===== config.mk =====
export PLATFORM = sky130hd
export DESIGN_NAME = fp_norm_round_pack
export DESIGN_NICKNAME = d
export VERILOG_FILES = /design/src/rtl/fpu_pkg.sv /design/src/rtl/fp_round_nearest_even.sv /design/src/rtl/fp_norm_round_pack.sv
export SDC_FILE = /design/constraint.sdc
export NUM_CORES = 1
export LEC_CHECK = 0
export BUFFER_PORTS_ARGS = -buffer_cell sky130_fd_sc_hd__buf_2
export CORE_ASPECT_RATIO = 1.4
export CORE_MARGIN = 8
export CORE_UTILIZATION = 55
export DETAILED_ROUTE_END_ITERATION = 8
export GPL_TIMING_DRIVEN = 0
export PLACE_DENSITY = 0.85
export RECOVER_POWER = 25
export SLEW_MARGIN = 20
export SYNTH_ARGS = -nofsm -noshare
export SYNTH_HDL_FRONTEND = slang
export SYNTH_HIERARCHICAL = 1
export SYNTH_SLANG_ARGS = --single-unit
export TNS_END_PERCENT = 5

===== constraint.sdc =====
create_clock -name clk -period 4.3 [get_ports clk]
set_input_delay 1.29 -clock clk [delete_from_list [all_inputs] [get_ports clk]]
set_output_delay 1.29 -clock clk [all_outputs]
set_load 0.01 [all_outputs]

===== src/rtl/fpu_pkg.sv =====
// Shared FPU definitions: normaliser FSM states, IEEE-754 single constants.
package fpu_pkg;

  typedef enum logic [2:0] {
    IDLE,
    EVAL,
    SHIFT,
    ROUND,
    DONE
  } state_e;

  localparam int EXP_BIAS   = 127;
  localparam int EXP_MAX    = 255;
  localparam int FRAC_W     = 23;
  localparam int HIDDEN_BIT = 23;
  localparam int CARRY_BIT  = 24;

  localparam logic [31:0] ZERO_WORD = 32'h0000_0000;
  localparam logic [30:0] INF_MAG   = {8'hFF, 23'h0};

  // Signed infinity in single precision.
  function automatic logic [31:0] inf_word(input logic sign);
    return {sign, INF_MAG};
  endfunction

endpackage


===== src/rtl/fp_round_nearest_even.sv =====
// Round-to-nearest-even increment of a significand given its G/R/S bits.
module fp_round_nearest_even
  import fpu_pkg::*;
#(
  parameter int WORD_W = 32
) (
  input  logic [WORD_W-1:0] sig,
  input  logic              g,
  input  logic              r,
  input  logic              s,
  output logic [WORD_W-1:0] sig_rnd,
  output logic              carry,
  output logic              inexact
);

  logic inc;

  // Round up above half, or at exactly half when the LSB is odd.
  always_comb begin
    inc     = g & (r | s | sig[0]);
    sig_rnd = sig + {{(WORD_W-1){1'b0}}, inc};
    carry   = sig_rnd[CARRY_BIT];
    inexact = g | r | s;
  end

endmodule


===== src/rtl/fp_norm_round_pack.sv =====
// Post-ALU stage: iterative normalisation, RNE rounding and single-precision packing.
module fp_norm_round_pack
  import fpu_pkg::*;
#(
  parameter int EXP_W  = 8,
  parameter int FRAC_W = 23,
  parameter int WORD_W = 32
) (
  input  logic              clk,
  input  logic              reset_n,
  input  logic              in_valid,
  output logic              in_ready,
  input  logic              in_sign,
  input  logic [EXP_W-1:0]  in_exp,
  input  logic [WORD_W-1:0] in_sig,
  input  logic [2:0]        in_grs,
  output logic              out_valid,
  input  logic              out_ready,
  output logic [WORD_W-1:0] out_result,
  output logic              out_overflow,
  output logic              out_inexact
);

  // Two guard bits of exponent headroom so overflow/underflow stay visible.
  localparam int EW = EXP_W + 2;
  localparam logic signed [EW-1:0] EXP_ONE = EW'(1);
  localparam logic signed [EW-1:0] EXP_LIM = EW'(EXP_MAX);

  state_e                 state_q, state_d;
  logic                   sign_q, sign_d;
  logic signed [EW-1:0]   exp_q, exp_d;
  logic [WORD_W-1:0]      sig_q, sig_d;
  logic                   g_q, g_d, r_q, r_d, s_q, s_d;
  logic                   out_valid_q, out_valid_d;
  logic [WORD_W-1:0]      out_result_q, out_result_d;
  logic                   out_overflow_q, out_overflow_d;
  logic                   out_inexact_q, out_inexact_d;

  logic [WORD_W-1:0]      rnd_sig;
  logic                   rnd_carry, rnd_inexact;
  logic [WORD_W-1:0]      fin_sig;
  logic signed [EW-1:0]   fin_exp;
  logic signed [EW-1:0]   exp_inc, exp_dec;
  logic [WORD_W-1:0]      shl_sig;
  logic                   unused_fin_hi;

  fp_round_nearest_even #(.WORD_W(WORD_W)) u_rne (
    .sig     (sig_q),
    .g       (g_q),
    .r       (r_q),
    .s       (s_q),
    .sig_rnd (rnd_sig),
    .carry   (rnd_carry),
    .inexact (rnd_inexact)
  );

  assign exp_inc = exp_q + EXP_ONE;
  assign exp_dec = exp_q - EXP_ONE;
  assign shl_sig = {sig_q[WORD_W-2:0], g_q};
  // A rounding carry into bit 24 renormalises by one right shift.
  assign fin_sig = rnd_carry ? (rnd_sig >> 1) : rnd_sig;
  assign fin_exp = rnd_carry ? exp_inc : exp_q;
  assign unused_fin_hi = ^fin_sig[WORD_W-1:HIDDEN_BIT+1];

  // Next-state and datapath for the normalise/round/pack sequence.
  always_comb begin
    state_d        = state_q;
    sign_d         = sign_q;
    exp_d          = exp_q;
    sig_d          = sig_q;
    g_d            = g_q;
    r_d            = r_q;
    s_d            = s_q;
    out_valid_d    = out_valid_q;
    out_result_d   = out_result_q;
    out_overflow_d = out_overflow_q;
    out_inexact_d  = out_inexact_q;
    case (state_q)
      IDLE: begin
        if (in_valid) begin
          sign_d  = in_sign;
          exp_d   = $signed({2'b00, in_exp});
          sig_d   = in_sig;
          {g_d, r_d, s_d} = in_grs;
          state_d = EVAL;
        end
      end
      EVAL: begin
        if (sig_q == '0 && {g_q, r_q, s_q} == 3'b000) begin
          out_result_d   = ZERO_WORD;
          out_overflow_d = 1'b0;
          out_inexact_d  = 1'b0;
          out_valid_d    = 1'b1;
          state_d        = DONE;
        end else if (sig_q[CARRY_BIT]) begin
          sig_d   = sig_q >> 1;
          exp_d   = exp_inc;
          g_d     = sig_q[0];
          r_d     = g_q;
          s_d     = r_q | s_q;
          state_d = ROUND;
        end else if (sig_q[HIDDEN_BIT] || exp_q <= EXP_ONE) begin
          state_d = ROUND;
        end else begin
          state_d = SHIFT;
        end
      end
      SHIFT: begin
        sig_d = shl_sig;
        g_d   = r_q;
        r_d   = 1'b0;
        exp_d = exp_dec;
        // Stop on a normalised hidden bit or at the denormal exponent floor.
        if (shl_sig[HIDDEN_BIT] || exp_dec <= EXP_ONE) state_d = ROUND;
      end
      ROUND: begin
        out_valid_d   = 1'b1;
        out_inexact_d = rnd_inexact;
        if (fin_exp >= EXP_LIM) begin
          out_result_d   = inf_word(sign_q);
          out_overflow_d = 1'b1;
        end else begin
          out_overflow_d = 1'b0;
          out_result_d   = {sign_q,
                            fin_sig[HIDDEN_BIT] ? fin_exp[EXP_W-1:0] : {EXP_W{1'b0}},
                            fin_sig[FRAC_W-1:0]};
        end
        state_d = DONE;
      end
      DONE: begin
        if (out_ready) begin
          out_valid_d = 1'b0;
          state_d     = IDLE;
        end
      end
      default: state_d = IDLE;
    endcase
  end

  // State and datapath registers with synchronous active-low clear.
  always_ff @(posedge clk) begin
    if (!reset_n) begin
      state_q        <= IDLE;
      sign_q         <= 1'b0;
      exp_q          <= '0;
      sig_q          <= '0;
      g_q            <= 1'b0;
      r_q            <= 1'b0;
      s_q            <= 1'b0;
      out_valid_q    <= 1'b0;
      out_result_q   <= '0;
      out_overflow_q <= 1'b0;
      out_inexact_q  <= 1'b0;
    end else begin
      state_q        <= state_d;
      sign_q         <= sign_d;
      exp_q          <= exp_d;
      sig_q          <= sig_d;
      g_q            <= g_d;
      r_q            <= r_d;
      s_q            <= s_d;
      out_valid_q    <= out_valid_d;
      out_result_q   <= out_result_d;
      out_overflow_q <= out_overflow_d;
      out_inexact_q  <= out_inexact_d;
    end
  end

  assign in_ready     = (state_q == IDLE);
  assign out_valid    = out_valid_q;
  assign out_result   = out_result_q;
  assign out_overflow = out_overflow_q;
  assign out_inexact  = out_inexact_q;

endmodule


==> results.md <==
* Clock sink count at 84
* Crit path DAT at 4.13 ns
* Post-Route WL at 17,800 µm
* Vias in the first global route at 5,629
* Clk_skew at 0.00748 ns
* Cts repair resizes at 0
* H-tree Lvls at 3
* Setup TNS at 0 ns
* Psw at 2160 µW
* Mean area per synthesized cell at 8.28 µm²
* Syn nets at 685
* Max-Slew Margin vs Limit at 36.7%
* Sw Ratio at 47.3%
* Syn Inst Count at 632
* Cell Int Power at 2410 µW
* Number of max-cap violations at 0
* Routed WL per cell at 21.2 µm
* Antenna Nets Post-Route at 0
* R2r startpoint: g_q
* Tmin final at 3.89 ns
* Final setup fails at 0
* CTS tree: done
* Status: completed
* Clock network power share at 17.8%
* Layout cells sized above 1 at 16.7%
* Comb power frac at 51.5%
* Reg-to-reg slack, setup at 0.41 ns
* Final hold viol count at 0
* Fillers at 819
* All-layer global routing usage at 26.9%
* I/O pin cnt at 84
* Peak Freq at 257 MHz
* Die area at 0.0129 mm²
* Critical path's largest stage delay at 0.53 ns
* Register area at 0.00168 mm²
* Slew @ Worst Pin at 0.946 ns
* Most frequent cells in the layout: 84 x dfxtp_1, 70 x clkbuf_1, 64 x buf_2
* Pwr Density at 755 mW/mm²
* Multi-input logic area at 0.00327 mm²
* Critical Path End Type: flop
* Crit path required time at 4.53 ns
* Syn Std Cell Area at 0.00523 mm²
* Starting DRC count in detailed routing at 562
* Unrepaired setup endpoints after global routing: no
* Max-slew violations at 0
* Critical-path top delay cell: dfxtp_1
* Warnings, synthesis at 6
* Largest net degree at the start of global routing at 14
* Tcrit/Tclk final at 90.5%
* Crit path top cell by count: nand3_1
* Row Count at 42
* # diodes at 0
* Via density at 6.80
* Gr ovfl total at 0
* Hold Startpoint: out_result[19]
* Utilization after layout at 64.7%
* Worst Hold End: out_result[19]
* Worst r2r dst: out_result[21]
* Final #Nets at 778
* Initial antenna violation count at 0
* CP Cell Sequence: and2_1 > ha_1 > nand3_1 > nor3_2 > nand3_1 > xnor2_2 > clkbuf_1 > buf_1 > mux2_2 > a32o_1
* Residual DRC count at 0
* Sequential power share at 30.7%
* Hold WC Path Type: flop to flop
* DR vias at 5,711
* Height of the die at 131 µm
* CP Max Fanout at 10
* Port bufs at 82
* Clk root buf: clkbuf_16
* Layout area overhead at 15.7%
* R2R cell count at 10
* Maximum vdd drop at 0.527 mV
* CTS Hold Buffers Added at 0
* HPWL Detailed at 13,000 µm
* CP Class: flop to flop
* First-pass GRT wire length at 28,600 µm
* Horiz. Die Dim at 98.4 µm
* Starting Density at 55.9%
* Worst hold path depth at 1
* Longest Clk Path Bufs at 2
* Final GP Congestion at 0.967
* Clk slew on worst S/H paths at 0.06 ns
* Leak Pwr at 0.00219 µW
* Clock Latency Late Sink at 0.35 ns
* Pre-Repair DR Iteration Count at 6
* Number of setup buffers added after CTS at 0
* Num CTS Buffers at 9
* Core area at 0.00935 mm²
* Most common cell after layout, fill and taps aside: dfxtp_1
* Worst Setup Start Kind: flop
## worst max-delay path by stage
stage | from | endpoint | slack [ns] | depth (start not counted)
final | g_q | out_result[21] | 0.41 | 10
after global routing | g_q | out_result[17] | 0.15 | 10
after CTS | g_q | out_result[21] | 0.35 | 10
after detailed placement | g_q | out_result[21] | 0.36 | 10
after global placement | g_q | out_result[19] | 0.42 | 10
after floorplan | g_q | out_result[16] | 1.09 | 10
## power by group through the flow
stage	registers, µW	clock network, µW	logic [µW]
floorplan	1270	0	1710
global placement	1380	0	2210
detailed placement	1390	0	2280
CTS	1380	809	2300
global route	1430	842	2540
finish	1400	813	2350
## critical path, delay by kind of cell (launching register included)
family | cells | cell delay [ns]
AOI/OAI and AO/OA | 1 | 0.26
DFF | 1 | 0.53
xor gates and xnor gates | 1 | 0.37
adders and majority gates | 1 | 0.23
buffers and inverters | 2 | 0.92
and+or+nand+nor | 4 | 1.05
muxes | 1 | 0.40
## per-layer routing
layer / vias up / wire length (µm) / track usage, %
met3: 93 / 1550 / 5.23
li1: 2604 / - / -
met5: - / 0 / 0
met4: 0 / 924 / 17.3
met2: 348 / 8880 / 46.5
met1: 2666 / 6480 / 29.0
## metrics by stage
| stage | instances | power (µW) | instance area, µm² | hold slack, ns | setup WS, ns |
|---|---|---|---|---|---|
| after detailed placement | 824 | 3670 | 5780 | 0.454 | 0.363 |
| final | 840 | 4570 | 6050 | 0.470 | 0.407 |
| after global placement | 824 | 3590 | 5780 | 0.445 | 0.416 |
| after global routing | 840 | 4810 | 6050 | 0.487 | 0.148 |
| after floorplan | 632 | 2980 | 5230 | 0.437 | 1.09 |
| after CTS | 840 | 4480 | 6080 | 0.469 | 0.350 |
## final cells by class
type	instances	area share (%)
Tap cell	110	2.27
Multi-Input combinational cell	481	54.1
Sequential cell	84	27.8
Inverter	8	0.496
Clock buffer	13	4.30
Timing Repair Buffer	82	6.16
Buffer	59	4.16
Clock inverter	3	0.724
## flip-flops by register name (all words and copies together) (netlist names)
signal / cells
exp_q: 10
out_inexact: 1
sign_q: 1
r_q: 1
state_q: 3
s_q: 1
sig_q: 32
out_result: 32
out_valid: 1
g_q: 1
out_overflow: 1
No activity file was read; power rests on OpenSTA's default activity.
